`src/rtl/rs_issue_arbiter.sv`:
```
// rs_issue_arbiter: dispatch steering and round-robin issue arbitration for a
// bank of reservation stations that share one execution unit.
// Dispatch picks the lowest-index free RS. Issue grants one ready RS per cycle,
// searching from the round-robin pointer. A grant blocked by an execution stall
// is locked until it issues.
module rs_issue_arbiter #(
  parameter int NUM_RS = 4,
  parameter int IDXW   = $clog2(NUM_RS),
  parameter int CNTW   = 16
) (
  input  logic              clk_i,
  input  logic              reset_i,
  input  logic              flush_i,
  input  logic              decodeValid_i,
  input  logic [NUM_RS-1:0] rsBusy_i,
  input  logic [NUM_RS-1:0] rsReady_i,
  input  logic              execStall_i,
  output logic              dispatchStall_o,
  output logic [NUM_RS-1:0] rsWriteEn_o,
  output logic [NUM_RS-1:0] rsStall_o,
  output logic [NUM_RS-1:0] grant_o,
  output logic [IDXW-1:0]   grantIdx_o,
  output logic              issueValid_o,
  output logic [CNTW-1:0]   issueCount_o
);

  typedef enum logic [0:0] {
    IDLE   = 1'b0,
    LOCKED = 1'b1
  } state_t;

  state_t            state_r;
  logic [IDXW-1:0]   rr_ptr_r;
  logic [IDXW-1:0]   lock_idx_r;
  logic [CNTW-1:0]   issue_count_r;

  logic [NUM_RS-1:0] free_s;
  logic [NUM_RS-1:0] low_free_s;
  logic [NUM_RS-1:0] cand_s;
  logic [IDXW-1:0]   probe_s;
  logic              win_found_s;
  logic [IDXW-1:0]   win_idx_s;
  logic              sel_valid_s;
  logic [IDXW-1:0]   sel_idx_s;
  logic [NUM_RS-1:0] grant_s;
  logic              issue_valid_s;
  logic [NUM_RS-1:0] write_en_s;
  logic              dispatch_stall_s;

  // Index successor with wrap at NUM_RS (works for non-power-of-two banks).
  function automatic logic [IDXW-1:0] next_idx(input logic [IDXW-1:0] idx);
    logic [IDXW-1:0] nxt;
    if (idx == IDXW'(NUM_RS - 1)) begin
      nxt = {IDXW{1'b0}};
    end else begin
      nxt = idx + {{(IDXW-1){1'b0}}, 1'b1};
    end
    return nxt;
  endfunction

  // Free map and its lowest set bit (x & -x isolates the lowest one).
  assign free_s     = ~rsBusy_i;
  assign low_free_s = free_s & (~free_s + {{(NUM_RS-1){1'b0}}, 1'b1});
  assign cand_s     = rsReady_i & rsBusy_i;

  // Round-robin search: first candidate at or after the pointer, wrapping.
  always_comb begin
    win_found_s = 1'b0;
    win_idx_s   = {IDXW{1'b0}};
    probe_s     = rr_ptr_r;
    for (int k = 0; k < NUM_RS; k++) begin
      if (!win_found_s && cand_s[probe_s]) begin
        win_found_s = 1'b1;
        win_idx_s   = probe_s;
      end else begin
        win_found_s = win_found_s;
      end
      probe_s = next_idx(probe_s);
    end
  end

  // Issue selection: locked RS wins over any new search; reset/flush silence it.
  always_comb begin
    sel_valid_s = 1'b0;
    sel_idx_s   = {IDXW{1'b0}};
    if (!reset_i || flush_i) begin
      sel_valid_s = 1'b0;
      sel_idx_s   = {IDXW{1'b0}};
    end else if (state_r == LOCKED) begin
      sel_valid_s = 1'b1;
      sel_idx_s   = lock_idx_r;
    end else if (win_found_s) begin
      sel_valid_s = 1'b1;
      sel_idx_s   = win_idx_s;
    end else begin
      sel_valid_s = 1'b0;
      sel_idx_s   = {IDXW{1'b0}};
    end
  end

  assign grant_s       = sel_valid_s ? ({{(NUM_RS-1){1'b0}}, 1'b1} << sel_idx_s)
                                     : {NUM_RS{1'b0}};
  assign issue_valid_s = sel_valid_s && !execStall_i;

  // Dispatch steering: only the lowest free RS is written; stall tracks free space.
  always_comb begin
    write_en_s       = {NUM_RS{1'b0}};
    dispatch_stall_s = ~|free_s;
    if (!reset_i) begin
      write_en_s       = {NUM_RS{1'b0}};
      dispatch_stall_s = 1'b1;
    end else if (flush_i) begin
      write_en_s       = {NUM_RS{1'b0}};
      dispatch_stall_s = ~|free_s;
    end else if (decodeValid_i) begin
      write_en_s       = low_free_s;
      dispatch_stall_s = ~|free_s;
    end else begin
      write_en_s       = {NUM_RS{1'b0}};
      dispatch_stall_s = ~|free_s;
    end
  end

  // Issue FSM, round-robin pointer and issued-instruction counter.
  always_ff @(posedge clk_i) begin
    if (!reset_i) begin
      state_r       <= IDLE;
      rr_ptr_r      <= {IDXW{1'b0}};
      lock_idx_r    <= {IDXW{1'b0}};
      issue_count_r <= {CNTW{1'b0}};
    end else if (flush_i) begin
      state_r       <= IDLE;
      rr_ptr_r      <= {IDXW{1'b0}};
      issue_count_r <= {CNTW{1'b0}};
    end else begin
      case (state_r)
        IDLE: begin
          if (win_found_s && !execStall_i) begin
            rr_ptr_r      <= next_idx(win_idx_s);
            issue_count_r <= issue_count_r + {{(CNTW-1){1'b0}}, 1'b1};
          end else if (win_found_s) begin
            lock_idx_r <= win_idx_s;
            state_r    <= LOCKED;
          end else begin
            state_r <= IDLE;
          end
        end
        LOCKED: begin
          if (!execStall_i) begin
            rr_ptr_r      <= next_idx(lock_idx_r);
            issue_count_r <= issue_count_r + {{(CNTW-1){1'b0}}, 1'b1};
            state_r       <= IDLE;
          end else begin
            state_r <= LOCKED;
          end
        end
        default: begin
          state_r <= IDLE;
        end
      endcase
    end
  end

  assign dispatchStall_o = dispatch_stall_s;
  assign rsWriteEn_o     = write_en_s;
  assign grant_o         = grant_s;
  assign grantIdx_o      = sel_idx_s;
  assign issueValid_o    = issue_valid_s;
  assign rsStall_o       = ~(grant_s & {NUM_RS{issue_valid_s}});
  assign issueCount_o    = issue_count_r;

endmodule

```
`config.mk`:
```
export PLATFORM = sky130hd
export DESIGN_NAME = rs_issue_arbiter
export DESIGN_NICKNAME = d
export VERILOG_FILES = /design/src/rtl/rs_issue_arbiter.sv
export SDC_FILE = /design/constraint.sdc
export NUM_CORES = 1
export LEC_CHECK = 0
export ABC_CLOCK_PERIOD_IN_PS = 3550
export CAP_MARGIN = 20
export CORE_MARGIN = 2
export CORE_UTILIZATION = 30
export DETAILED_ROUTE_END_ITERATION = 12
export PLACE_DENSITY_LB_ADDON = 0.15
export SLEW_MARGIN = 20
export SYNTH_ARGS = -nofsm -noshare
export SYNTH_HDL_FRONTEND = slang
export SYNTH_SLANG_ARGS = --single-unit
```
`constraint.sdc`:
```
create_clock -name clk_i -period 3.55 [get_ports clk_i]
set_input_delay 0.71 -clock clk_i [delete_from_list [all_inputs] [get_ports clk_i]]
set_output_delay 0.71 -clock clk_i [all_outputs]
set_load 0.005 [all_outputs]
```
==> results of run 1 <==
## timing repair
item / in CTS / in global routing
setup buffers: 6 / 4
gates resized for setup: 38 / 37
endpoints found under the setup margin: 11 / 8
pin swaps: 8 / 11
## tightest hold or removal path: stages (launching register included)
cell and delay, ps:
dfxtp_1 340, o21ai_0 90, a21oi_1 60
## cells by family (layout without fill, tap and decap cells)
logic type               after synthesis  in the layout  synth area share [%]
XOR/XNOR                              12             12                  6.60
AND/OR/NAND/NOR                      104            104                  38.3
flip-flops                            21             21                  26.4
buffers and inverters                 15            100                  4.08
adder cells (fa/ha/maj)                3              3                  2.36
AO/OA/AOI/OAI                         35             35                  17.6
multiplexers                           5              5                  4.71
## flip-flops by register name (all words and copies together), names as in the netlist
| signal | count |
|---|---|
| rr_ptr_r | 2 |
| lock_idx_r | 2 |
| issueCount_o | 16 |
| state_r | 1 |
## cells in the mapped netlist, drive strengths merged, types with 2 or more instances
| cell | number | share of area, % |
|---|---|---|
| xnor2 | 10 | 5.5 |
| o41ai | 2 | 2.7 |
| o21ai | 9 | 2.8 |
| a31oi | 3 | 1.2 |
| nand4 | 3 | 1.2 |
| o211ai | 3 | 1.4 |
| xor2 | 2 | 1.1 |
| buf | 5 | 1.7 |
| nor4b | 4 | 4.1 |
| nand3b | 3 | 1.4 |
| mux4 | 2 | 2.8 |
| mux2i | 3 | 1.9 |
| nand2 | 19 | 4.5 |
| clkbuf | 4 | 0.94 |
| inv | 6 | 1.4 |
| a21oi | 8 | 2.5 |
| nand4bb | 3 | 2.1 |
| ha | 3 | 2.4 |
| or3 | 5 | 2.0 |
| nor2 | 22 | 5.2 |
| a21boi | 3 | 2.1 |
| nor4 | 4 | 2.5 |
| a211oi | 2 | 0.94 |
| nor2b | 2 | 0.79 |
| nand3 | 12 | 3.8 |
| dfxtp | 21 | 26 |
| and3 | 2 | 0.79 |
| nor3 | 9 | 2.8 |
| and2 | 8 | 3.1 |
## power breakdown
part / switching, mW / leakage, nW / internal [mW] / total, mW
combinational: 0.125 / 0.761 / 0.144 / 0.269
sequential: 0.00567 / 0.170 / 0.240 / 0.246
clock: 0.0873 / 0.0217 / 0.0794 / 0.167
## metrics by stage
| stage | setup TNS (ps) | instance area, µm² |
|---|---|---|
| after global routing | 0 | 2510 |
| after global placement | -3910 | 2360 |
| after CTS | 0 | 2480 |
| after detailed placement | -4340 | 2360 |
| after floorplan | 0 | 1590 |
| final | 0 | 2510 |
## final timing paths
check,slack [ps],to,cells past startpoint
setup / recovery,90,grant_o[0],10
hold / removal,530,issueCount_o[4],2
hold reg to reg,530,issueCount_o[4],2
setup reg to reg,1000,issueCount_o[10],12
## layout make-up
type	count	area, µm²	area share, %
multi-input cells	159	1180	47.0
repair buffers	90	752	29.9
flip-flops and latches	21	420	16.7
well taps	70	87.6	3.48
clock buffers	3	41.3	1.64
inverters	6	22.5	0.896
clock inverters	1	7.51	0.299
## metal layers
metal | GRT usage, % | up-vias
met4 | 2.18 | 0
met2 | 26.3 | 41
met3 | 2.94 | 2
li1 | - | 883
met5 | 0 | -
met1 | 21.9 | 804
==> summary.md, run 1 <==
| Metric | Value |
|---|---|
| Outcome | `completed` |
| Num rows | `26` |
| Setup crit start kind | `primary input` |
| Setup Viol. Count Final | `0` |
| HP Start | `issueCount_o[4]` |
| Ys flop type | `dfxtp_1` |
| Met2 wire length | `2.10 mm` |
| Worst R2R Start | `rr_ptr_r[0]` |
| Slowest cell on the critical path | `mux4_2` |
| DIE WIDTH | `76.9 µm` |
| Highest Signal Layer | `met4` |
| Core box area | `5110 µm²` |
| Fill cell count | `518` |
| CTS Hold Bufs | `0` |
| Dpl cells | `337` |
| Post-synth EDFFs | `0` |
| Slew Limit Fails | `0` |
| Syn nets | `211` |
| CTS tree | `yes` |
| Max-cap viol count | `0` |
| Antenna-violating nets left | `0` |
| Io pins | `45` |
| Overall Power | `0.681 mW` |
| Clk pin slew, worst setup/hold paths | `90 ps` |
| Met1 WL | `2.21 mm` |
| Netlist Area Pre-Place | `1590 µm²` |
| PnR worst setup slack | `93.2 ps` |
| DP Worst Slack | `-477 ps` |
| First-pass GRT wire length | `7.78 mm` |
| Final wirelength | `4.61 mm` |
| Largest net degree at the start of global routing | `20` |
| Via/cell ratio | `4.94` |
| Async S/R FF share, synth | `0%` |
| Clk buf depth | `2` |
| CP Data Required Time | `2840 ps` |
| Tot GR Track Use | `15.9%` |
| Tightest Pin Transition | `478 ps` |
| Met3 WL | `287 µm` |
| WHS | `527 ps` |
| Max Clock Freq | `289 MHz` |
| Final #Nets | `297` |
| Power per cell area | `271 nW/µm²` |
| Starting Density | `31.2%` |
| #FFs+latches synth | `21` |
| Ordered list of cells on the worst path | `clkbuf_2, and2_4, mux4_2, buf_6, a2111oi_4, nor4b_4, a21boi_4, nor4_2, buf_4, dlygate4sd2_1` |
| Share of cells above drive strength 1 | `31.8%` |
| Crit path arrival time | `2750 ps` |
| Syn Inst Count | `195` |
| Cell family with most CP delay | `buffers and inverters` |
| YS warnings | `0` |
| Kind of critical path | `in2out` |
| CTS root buffer | `clkbuf_8` |
| Total gr overflow | `0` |
| Final core utilization | `49.2%` |
| Die H | `76.9 µm` |
| Vias in the first global route | `1644` |
| Crit-path max FO | `3` |
| # diodes | `0` |
| Via count | `1730` |
| Critical Path Max Stage Delay | `490 ps` |
| IO buf count | `44` |
| Final HPWL DP | `3.56 mm` |
| Routed len/inst | `13.2 µm` |
| Iter 0 DRT Violations | `66` |
| Pre-Repair DR Iteration Count | `4` |
| Synth unique cells | `48` |
| Worst vdd ir | `0.270 mV` |
| Placer Congestion | `0.875` |
| Unrepaired setup endpoints after global routing | `false` |
| Slew headroom | `67.9%` |
| Leak | `0.953 nW` |
| Final Critical Period | `3460 ps` |
| Skew-Pair Late Insertion Delay | `270 ps` |
| Min-Delay Path Class | `reg2reg` |
| Worst Setup SP | `rsBusy_i[3]` |
| TritonCTS Sinks | `21` |
| Commonest non-fill, non-tap cell in the layout | `buf_4` |
| Final hold vios | `0` |
| Average size of a mapped cell | `8.17 µm²` |
| Die area | `5910 µm²` |
| Clock Skew | `9.38 ps` |
| Final std cells w/o fill | `350` |
| Crit path buffers/inverters | `4` |
| Crit path capture type | `output pin` |
| Htree depth | `1` |
| Tcrit/Tclk final | `97.4%` |
| Layout Area Growth over Synthesis | `57.8%` |
| Initial antenna violation count | `0` |
| Inserted Clock Buffers | `3` |
| Most frequent cells in the layout | `38 x buf_4, 26 x clkdlybuf4s50_1, 21 x dfxtp_1, 19 x nor2_1, 18 x nand2_1` |
| Drt drc | `0` |
| Register area share after synthesis | `26.4%` |
(Power assumes the default switching activity.)
==> inputs of run 2 (changes only) <==
Settings changed: CELL_PAD_IN_SITES_DETAIL_PLACEMENT set to 1, CELL_PAD_IN_SITES_GLOBAL_PLACEMENT set to 2, CORE_UTILIZATION 30 to 27, CTS_CLUSTER_DIAMETER set to 40, HOLD_SLACK_MARGIN set to 0.1.
==> run 2 against run 1 <==
Against the previous run: total power rose by 2.5%; maximum frequency barely moved; setup slack got worse by 1.2 ps; count of clock-buffer cells in the layout rose by 1; sequential power barely moved; final area rose by 1.2%; register-to-register slack got worse by 150 ps; first-iteration DRC count rose by 23%; global-route usage rose by 1.5 points; final cell count rose by 1.7%; utilization fell by 3.8 points; routed wire length rose by 22%.
==> summary.md, run 2 (synthesized netlist as in run 1, its figures left out) <==
| Metric | Value |
|---|---|
| Outcome | `completed` |
| Worst R2R Start | `rr_ptr_r[0]` |
| Final HPWL DP | `4.06 mm (+14%)` |
| Final hold vios | `0 (unchanged)` |
| Clk pin slew, worst setup/hold paths | `90 ps (about the same)` |
| Via/cell ratio | `5.06 (+2.4%)` |
| Slew headroom | `59.7% (-8.1 points)` |
| Die H | `80.8 µm (+5.1%)` |
| Share of cells above drive strength 1 | `32.0% (+0.26 points)` |
| Iter 0 DRT Violations | `81 (+23%)` |
| Tightest Pin Transition | `604 ps (+126 ps)` |
| CTS Hold Bufs | `0 (unchanged)` |
| Sw power | `0.226 mW (+3.8%)` |
| Drt drc | `0 (unchanged)` |
| Tot GR Track Use | `17.4% (+1.5 points)` |
| DP Worst Slack | `-506 ps (-29.7 ps)` |
| Crit Reg-Reg Endpoint | `rr_ptr_r[1]` |
| Layout Area Growth over Synthesis | `59.8%` |
| Die area | `6530 µm² (+11%)` |
| Initial antenna violation count | `0 (unchanged)` |
| Power per cell area | `274 nW/µm² (+1.2%)` |
| Crit path capture type | `output pin` |
| Setup Viol. Count Final | `0 (unchanged)` |
| TritonCTS Sinks | `21 (unchanged)` |
| Clk buf depth | `2 (unchanged)` |
| DIE WIDTH | `80.8 µm (+5.1%)` |
| # diodes | `0 (unchanged)` |
| Clock Skew | `10.3 ps (+0.873 ps)` |
| Worst vdd ir | `0.152 mV (-44%)` |
| Crit-path max FO | `11 (+8)` |
| CP Data Required Time | `2840 ps (about the same)` |
| Max Clock Freq | `289 MHz (about the same)` |
| IO buf count | `44 (unchanged)` |
| Inserted Clock Buffers | `3 (unchanged)` |
| Largest register FFs | `16 (unchanged)` |
| Internal Power | `0.472 mW (+1.9%)` |
| PnR worst setup slack | `92.0 ps (-1.15 ps)` |
| Starting Density | `28.4% (-2.8 points)` |
| Switching share of total power | `32.4% (+0.41 points)` |
| HP Start | `issueCount_o[4]` |
| Crit path arrival time | `2750 ps (about the same)` |
| Worst Setup SP | `rr_ptr_r[0]` |
| Core box area | `5610 µm² (+9.8%)` |
| Final wirelength | `5.64 mm (+22%)` |
| Max-cap viol count | `0 (unchanged)` |
| First-pass GRT wire length | `9.10 mm (+17%)` |
| Slew Limit Fails | `0 (unchanged)` |
| Placer Congestion | `0.912 (+4.2%)` |
| Worst setup path endpoint | `grant_o[3]` |
| Power share of the sequential group | `35.3% (-0.7 points)` |
| Clock power frac | `23.4% (-1.1 points)` |
| Num rows | `27 (+3.8%)` |
| Routed len/inst | `15.8 µm (+20%)` |
| Overall Power | `0.698 mW (+2.5%)` |
| Total gr overflow | `0 (unchanged)` |
| Final core utilization | `45.4% (-3.8 points)` |
| Combinational share of power | `41.3% (+1.8 points)` |
| Commonest non-fill, non-tap cell in the layout | `buf_4` |
| Setup_tns | `0 ps (unchanged)` |
| Final #Nets | `301 (+1.3%)` |
| Via count | `1802 (+4.2%)` |
| Htree depth | `1 (unchanged)` |
| Pre-Repair DR Iteration Count | `4 (unchanged)` |
| R2R cell count | `10 (-2)` |
| CTS root buffer | `clkbuf_8` |
| Skew-Pair Late Insertion Delay | `270 ps (about the same)` |
| Io pins | `45 (unchanged)` |
| Largest net degree at the start of global routing | `20 (unchanged)` |
| Vias in the first global route | `1828 (+11%)` |
| Final Critical Period | `3460 ps (+1.15 ps)` |
| Leak | `0.976 nW (+2.5%)` |
| Setup crit start kind | `flop` |
| Tcrit/Tclk final | `97.4% (about the same)` |
| Kind of critical path | `reg2out` |
| Antenna-violating nets left | `0 (unchanged)` |
| CTS tree | `yes` |
| Most frequent cells in the layout | `46 x buf_4, 25 x clkdlybuf4s50_1, 19 x nor2_1, 19 x dfxtp_1, 16 x nand2_1` |
| Worst R2R Setup Slack | `850 ps (-150 ps)` |
| Min-Delay Path Class | `reg2reg` |
[run 2: cell types whose count changed in the layout (fill, tap and decap cells not counted), sizes merged]
cell and delta:
clkdlybuf4s15 +3, clkdlybuf4s50 -1, buf +5, clkbuf -2, clkinvlp -1
[run 2: area by class of cell]
| cell class | count | area [µm²] |
|---|---|---|
| multi-input combinational | 159 | 1190 |
| clock buffer | 4 | 45.0 |
| sequential | 21 | 423 |
| timing repair buffer | 94 | 777 |
| tap | 72 | 90.1 |
| inverter | 6 | 22.5 |
| fill | 691 | 3060 |
[run 2: worst min-delay path by stage]
stage	end	depth (start not counted)	slack (ps)
2_1_floorplan	issueCount_o[4]	2	480
3_3_place_gp	issueCount_o[4]	2	490
3_5_place_dp	issueCount_o[4]	2	510
4_1_cts	issueCount_o[4]	2	520
5_1_grt	issueCount_o[4]	2	560
6_report	issueCount_o[4]	2	520
[run 2: power groups by stage]
| stage | logic, mW | registers [mW] | clock network, mW |
|---|---|---|---|
| after floorplan | 0.129 | 0.250 | 0 |
| after global placement | 0.241 | 0.251 | 0 |
| after detailed placement | 0.242 | 0.251 | 0 |
| after CTS | 0.268 | 0.246 | 0.169 |
| after global routing | 0.312 | 0.248 | 0.181 |
| final | 0.288 | 0.247 | 0.163 |
[run 2: what timing repair did]
item	CTS	global route
resized for setup	51	25
setup buffers	4	8
setup endpoints to repair	11	11
pin swaps	10	9
[run 2: critical path: stages, from the launching register on]
cell,delay [ps]
dfxtp_2,340
buf_4,170
buf_4,170
or2_4,280
or4b_2,690
nor4b_4,170
a21boi_4,200
buf_6,130
and2_1,110
clkdlybuf4s15_1,200
[run 2: through the flow]
step,hold slack [ps],cell area [µm²],instances
6_report,521,2540,356
5_1_grt,558,2540,356
4_1_cts,522,2490,348
3_5_place_dp,509,2370,340
3_3_place_gp,489,2370,340
2_1_floorplan,483,1590,195
[run 2: layer usage]
layer | up-vias | wire (µm) | GRT usage, % | share of wire [%]
met5 | - | 0 | 0 | 0
met3 | 2 | 220 | 3.44 | 3.9
met4 | 0 | 4 | 2.03 | 0.071
li1 | 889 | - | - | -
met1 | 872 | 2730 | 24.7 | 48
met2 | 39 | 2680 | 28.0 | 48
==> inputs of run 3 (changes only) <==
Settings changed: CORE_UTILIZATION 27 to 28, CTS_BUF_LIST set to sky130_fd_sc_hd__clkbuf_8.
==> run 3 against run 2 <==
Against the previous run: first-iteration DRC count shrank 9.9%; maximum frequency grew 0.43%; setup slack better by 15 ps; sequential power barely moved; global-route usage increased by 0.43 points; routed wire length fell by 4.1%; via count is 0.83% lower; worst hold slack lost 5.9 ps; critical path type unchanged; critical endpoint is now grant_o[0]; largest cell class unchanged.
==> summary.md, run 3 (synthesized netlist as in run 1, its figures left out) <==
| Metric | Value |
|---|---|
| Outcome | `completed` |
| Crit Reg-Reg Endpoint | `issueCount_o[15]` |
| Most frequent cells in the layout | `42 x buf_4, 25 x clkdlybuf4s50_1, 20 x dfxtp_1, 19 x nor2_1, 17 x nand2_1` |
| Total gr overflow | `0 (unchanged)` |
| Slew Limit Fails | `0 (unchanged)` |
| Worst R2R Start | `rr_ptr_r[0]` |
| Antenna-violating nets left | `0 (unchanged)` |
| Final std cells w/o fill | `354 (-0.56%)` |
| Die H | `79.4 µm (-1.7%)` |
| Initial antenna violation count | `0 (unchanged)` |
| First-pass GRT wire length | `8.98 mm (-1.3%)` |
| Clock Skew | `2.01 ps (-8.25 ps)` |
| Footprint of the multi-input gates | `1190 µm² (+0.21%)` |
| R2R cell count | `9 (-1)` |
| CTS root buffer | `clkbuf_8` |
| TritonCTS Sinks | `21 (unchanged)` |
| Endpoint, Worst Hold | `issueCount_o[4]` |
| Sequential cell area | `422 µm² (-0.30%)` |
| Vias in the first global route | `1829 (+0.055%)` |
| Routed len/inst | `15.3 µm (-3.5%)` |
| Largest net degree at the start of global routing | `20 (unchanged)` |
| Commonest non-fill, non-tap cell in the layout | `buf_4` |
| CP Data Required Time | `2840 ps (about the same)` |
| Leak | `0.972 nW (-0.42%)` |
| Slowest cell on the critical path | `dfxtp_1` |
| Worst R2R Setup Slack | `1020 ps (+170 ps)` |
| Crit-path max FO | `11 (unchanged)` |
| CTS Hold Bufs | `0 (unchanged)` |
| Inserted Clock Buffers | `3 (unchanged)` |
| Max Clock Freq | `290 MHz (+0.43%)` |
| Critical Path Max Stage Delay | `340 ps (-350 ps)` |
| Dpl cells | `342 (+0.59%)` |
| CTS tree | `yes` |
| Setup Viol. Count Final | `0 (unchanged)` |
| Largest register FFs | `16 (unchanged)` |
| Io pins | `45 (unchanged)` |
| Tightest Pin Transition | `510 ps (-94.5 ps)` |
| Num rows | `27 (unchanged)` |
| Hold Crit Depth | `2 (unchanged)` |
| Via count | `1787 (-0.83%)` |
| Htree depth | `1 (unchanged)` |
| Tot GR Track Use | `17.8% (+0.43 points)` |
| Slew headroom | `66.0% (+6.3 points)` |
| DIE WIDTH | `79.4 µm (-1.7%)` |
| Drt drc | `0 (unchanged)` |
| Clk buf depth | `2 (unchanged)` |
| Die area | `6310 µm² (-3.4%)` |
| Pre-Repair DR Iteration Count | `6 (+2)` |
| Share of cells above drive strength 1 | `33.3% (+1.3 points)` |
| Final wirelength | `5.41 mm (-4.1%)` |
| IO buf count | `44 (unchanged)` |
| # diodes | `0 (unchanged)` |
| Layout Area Growth over Synthesis | `58.2%` |
| Final HPWL DP | `4.08 mm (+0.44%)` |
| WHS | `515 ps (-5.87 ps)` |
| Fill cell count | `663 (-4.1%)` |
| Starting Density | `28.9% (+0.52 points)` |
| Kind of critical path | `reg2out` |
| HP Start | `issueCount_o[4]` |
| Crit path capture type | `output pin` |
| Ordered list of cells on the worst path | `buf_4, or2_1, a32oi_1, a31oi_1, buf_4, nor4b_4, a21boi_4, buf_6, buf_4, nor4_2, buf_2` |
| Placer Congestion | `0.817 (-10%)` |
| Setup crit start kind | `flop` |
| Via/cell ratio | `5.05 (-0.27%)` |
| Core box area | `5510 µm² (-1.8%)` |
| Power per cell area | `273 nW/µm² (-0.55%)` |
| PnR worst setup slack | `107 ps (+14.9 ps)` |
| Max-cap viol count | `0 (unchanged)` |
| Final Critical Period | `3440 ps (-14.9 ps)` |
| Skew-Pair Late Insertion Delay | `270 ps (about the same)` |
| Crit path arrival time | `2730 ps (-20 ps)` |
| Worst vdd ir | `0.155 mV (+1.8%)` |
| Final #Nets | `299 (-0.66%)` |
| Critical path's most frequent cell | `buf_4` |
| Clk pin slew, worst setup/hold paths | `90 ps (about the same)` |
| Iter 0 DRT Violations | `73 (-9.9%)` |
| Tcrit/Tclk final | `97.0% (-0.42 points)` |
| Final hold vios | `0 (unchanged)` |
| DP Worst Slack | `-537 ps (-30.5 ps)` |
| Min-Delay Path Class | `reg2reg` |
[run 3: what timing repair did]
| item | CTS | global route |
|---|---|---|
| endpoints found under the setup margin | 11 | 9 |
| pin swaps | 14 | 8 |
| resized for setup | 48 | 33 |
| setup buffers | 7 | 2 |
[run 3: layer usage]
metal | up-vias | part of all wire (%) | global-route usage (%)
li1 | 891 | - | -
met1 | 860 | 50 | 25.7
met2 | 34 | 46 | 28.1
met3 | 2 | 3.7 | 3.39
met4 | 0 | 0.35 | 2.59
met5 | - | 0 | 0
[run 3: worst max-delay path, delay by kind of cell, from the launching register on]
family          cells  cell delay [ps]
compound gates      3              530
flops               1              340
buf+inv             5              740
simple gates        3              860
[run 3: through the flow]
| step | TNS (ps) | total power, mW | area [µm²] | utilization [%] |
|---|---|---|---|---|
| final | 0 | 0.688 | 2520 | 45.8 |
| after global routing | -37.7 | 0.729 | 2520 | 45.8 |
| after CTS | -8.97 | 0.692 | 2540 | 46.2 |
| after detailed placement | -4990 | 0.494 | 2380 | 43.2 |
| after global placement | -4620 | 0.493 | 2380 | 43.2 |
| after floorplan | 0 | 0.379 | 1590 | - |
[run 3: report_power, final]
| group | total, mW | switching, mW | internal (mW) |
|---|---|---|---|
| Sequential | 0.247 | 0.00656 | 0.240 |
| Clock | 0.166 | 0.0880 | 0.0785 |
| Combinational | 0.274 | 0.130 | 0.144 |
| Total | 0.688 | 0.225 | 0.463 |
[run 3: how the worst max path moves through the flow]
stage / from / to / cells past startpoint
floorplan: rsBusy_i[2] / grant_o[1] / 7
global placement: rsBusy_i[2] / grant_o[0] / 11
detailed placement: rsBusy_i[2] / grant_o[0] / 11
CTS: rsBusy_i[2] / grant_o[0] / 12
global route: rr_ptr_r[0] / grant_o[0] / 11
finish: rr_ptr_r[0] / grant_o[0] / 11
[run 3: final cells by class]
class	instances	share of cell area [%]
multi-input combinational	159	47.2
timing repair buffer	92	29.7
sequential	21	16.7
tap	72	3.57
clock buffer	3	1.64
inverter	6	0.894
clock inverter	1	0.199
==> RTL change: new RTL, settings of run 3 <==
The parameter `CNTW` goes from 16 to 8.
--- a/src/rtl/rs_issue_arbiter.sv
+++ b/src/rtl/rs_issue_arbiter.sv
@@ -7,5 +7,5 @@
   parameter int NUM_RS = 4,
   parameter int IDXW   = $clog2(NUM_RS),
-  parameter int CNTW   = 16
+  parameter int CNTW   = 8
 ) (
   input  logic              clk_i,
Interface: changed (resized issueCount_o); port bits go from 45 to 37. No check against the original RTL was run, so the function may have changed too.
==> RTL change against run 3 <==
- worst setup slack gained 0.0039 ns
- maximum frequency grew 0.11%
- wire length shrank 29%
- sequential share of layout area shrank 2.7 points
- total power shrank 27%
- final area shrank 27%
- synthesized area shrank 31%
- sequential cell count shrank 8
- count of clock-buffer cells in the layout is the same
==> RTL change: results (changes against run 3) <==
Parameter                              Value

Yosys
  Sequential-to-total area share from yosys stat    23.56% (was 26.39%)
  Top area cells in the synthesized netlist    sky130_fd_sc_hd__dfxtp_1 24%, sky130_fd_sc_hd__nor2_1 7.1%, sky130_fd_sc_hd__xnor2_1 4.8%, sky130_fd_sc_hd__mux4_2 4.1%, sky130_fd_sc_hd__mux2i_1 3.6% (was sky130_fd_sc_hd__dfxtp_1 26%, sky130_fd_sc_hd__xnor2_1 5.5%, sky130_fd_sc_hd__nor2_1 5.2%, sky130_fd_sc_hd__nand2_1 4.5%, sky130_fd_sc_hd__nand3_1 3.8%)
  Commonest cells in the synthesized netlist    21 x sky130_fd_sc_hd__nor2_1, 13 x sky130_fd_sc_hd__dfxtp_1, 10 x sky130_fd_sc_hd__nand2_1, 6 x sky130_fd_sc_hd__nand3_1, 6 x sky130_fd_sc_hd__xnor2_1 (was 22 x sky130_fd_sc_hd__nor2_1, 21 x sky130_fd_sc_hd__dfxtp_1, 19 x sky130_fd_sc_hd__nand2_1, 12 x sky130_fd_sc_hd__nand3_1, 10 x sky130_fd_sc_hd__xnor2_1)

Pwr
  Leakage power total    0.7158 nW (was 0.9721 nW)
  Worst vdd rail ir drop    127.0 µV (was 154.7 µV)

Detailed routing
  Total Routed Length    3.869 mm (was 5.412 mm)
  Number of optimization iterations in the first detailed-route pass    4 (was 6)
  Post-detailed-route via-to-cell ratio    5.286 (was 5.048)

GRT
  Via count of the first global-routing pass    1361 (was 1829)
  M3 GR Usage    4.561% (was 3.394%)
  Global router's overall resource usage    18.72% (was 17.82%)
  Global-route met1 utilization    22.05% (was 25.69%)
  Maximum number of pins on one net before global-route repair    14 (was 20)

Finish
  Fraction of final layout cells with drive strength greater than 1    37.00% (was 33.33%)
  Number of flip-flops in the largest register    8 (was 16)
  Number of fill cells in the layout    456 (was 663)

Min path
  Launch instance of the worst min-delay path    issueCount_o[7] (was issueCount_o[4])

STA
  Worst slew margin relative to its limit    68.21% (was 65.96%)
  Setup Skew    0.001125 ns (was 0.002008 ns)

Setup path
  Maximum fanout count along the critical path    5 (was 11)
  Worst Reg2Reg Path Length in Cells    8 (was 9)
  Slack of the worst reg-to-reg path    0.86 ns (was 1.02 ns)
  Critical register-to-register path endpoint    rr_ptr_r[1] (was issueCount_o[15])

Outcome
  Outcome    finished, final reports clean (unchanged)

Clock tree
  Post-CTS clock slew at the launch and capture registers of the worst setup and hold paths    0.06 ns (was 0.09 ns)

Place
  Routability congestion estimate from global placement    0.8084 (was 0.8171)
  Placement-stage cell area    1730 µm² (was 2381 µm²)
  Estimated wirelength of the detail-placed design    3.027 mm (was 4.081 mm)
==> RTL change: changes by cell type after synthesis, moves of 6 or more <==
cell and change:
sky130_fd_sc_hd__o21ai_0 -6, sky130_fd_sc_hd__nand2_1 -9, sky130_fd_sc_hd__and2_1 -8, sky130_fd_sc_hd__nand3_1 -6, sky130_fd_sc_hd__a21oi_1 -7, sky130_fd_sc_hd__dfxtp_1 -8
sky130_fd_sc_hd__nor3_1 -7
==> RTL change: stage by stage <==
step           hold WS (ns)  total power (W)  setup slack [ns]  std cells  util (%)
4_1_cts              0.4883        0.0004996         0.0001172        247     49.19
3_5_place_dp         0.4805        0.0003543           -0.5847        242     46.57
2_1_floorplan        0.4595        0.0002572            0.4036        132         -
6_report             0.4936        0.0005044            0.1108        248     49.76
3_3_place_gp         0.4677        0.0003493           -0.5698        242     46.57
5_1_grt              0.5124        0.0005332           0.01443        248     49.76
==> RTL change: report_power, final <==
part	internal, W	switching, W	total, W
clock network	0.0000765	0.0000548	0.000131
logic	0.000113	0.000105	0.000218
registers	0.000151	0.00000445	0.000155
==> RTL change: logic make-up after synthesis <==
| group | after synthesis | share of synthesized area (%) |
|---|---|---|
| AND/OR/NAND/NOR | 63 | 32.62 |
| multiplexers | 7 | 8.720 |
| flip-flops | 13 | 23.56 |
| adder cells (fa/ha/maj) | 3 | 3.398 |
| AO/OA/AOI/OAI | 29 | 22.09 |
| buffers and inverters | 11 | 4.870 |
| XOR/XNOR | 6 | 4.756 |
==> RTL change: layer usage <==
layer	vias to the layer above	part of all wire, %
met5	-	0
met3	2	5.5
met4	0	0.23
met1	633	45
met2	40	49
li1	636	-
==> RTL change: worst max-delay path: stages, from the launching register on <==
cell and delay (ns):
sky130_fd_sc_hd__dfxtp_1 0.31, sky130_fd_sc_hd__ha_1 0.25, sky130_fd_sc_hd__or2_4 0.29, sky130_fd_sc_hd__mux4_2 0.51
sky130_fd_sc_hd__nor4b_4 0.17, sky130_fd_sc_hd__a21o_1 0.21, sky130_fd_sc_hd__buf_4 0.14, sky130_fd_sc_hd__or4_1 0.46
sky130_fd_sc_hd__buf_2 0.14
==> RTL change: layout make-up <==
| cell class | instances | area, µm² | share of cell area (%) |
|---|---|---|---|
| Multi-Input combinational cell | 108 | 898.4 | 48.58 |
| Inverter | 5 | 18.77 | 1.015 |
| Sequential cell | 13 | 260.3 | 14.07 |
| Clock buffer | 3 | 41.29 | 2.233 |
| Tap cell | 48 | 60.06 | 3.248 |
| Timing Repair Buffer | 70 | 566.8 | 30.65 |
| Clock inverter | 1 | 3.754 | 0.2030 |
==> RTL change: repair_timing <==
action / 4_1_cts / 5_1_grt
hold buffers: 0 / 0
endpoints found under the setup margin: 11 / 7
buffers inserted: 1 / 1
gates resized for setup: 37 / 25
pin swaps: 6 / 5
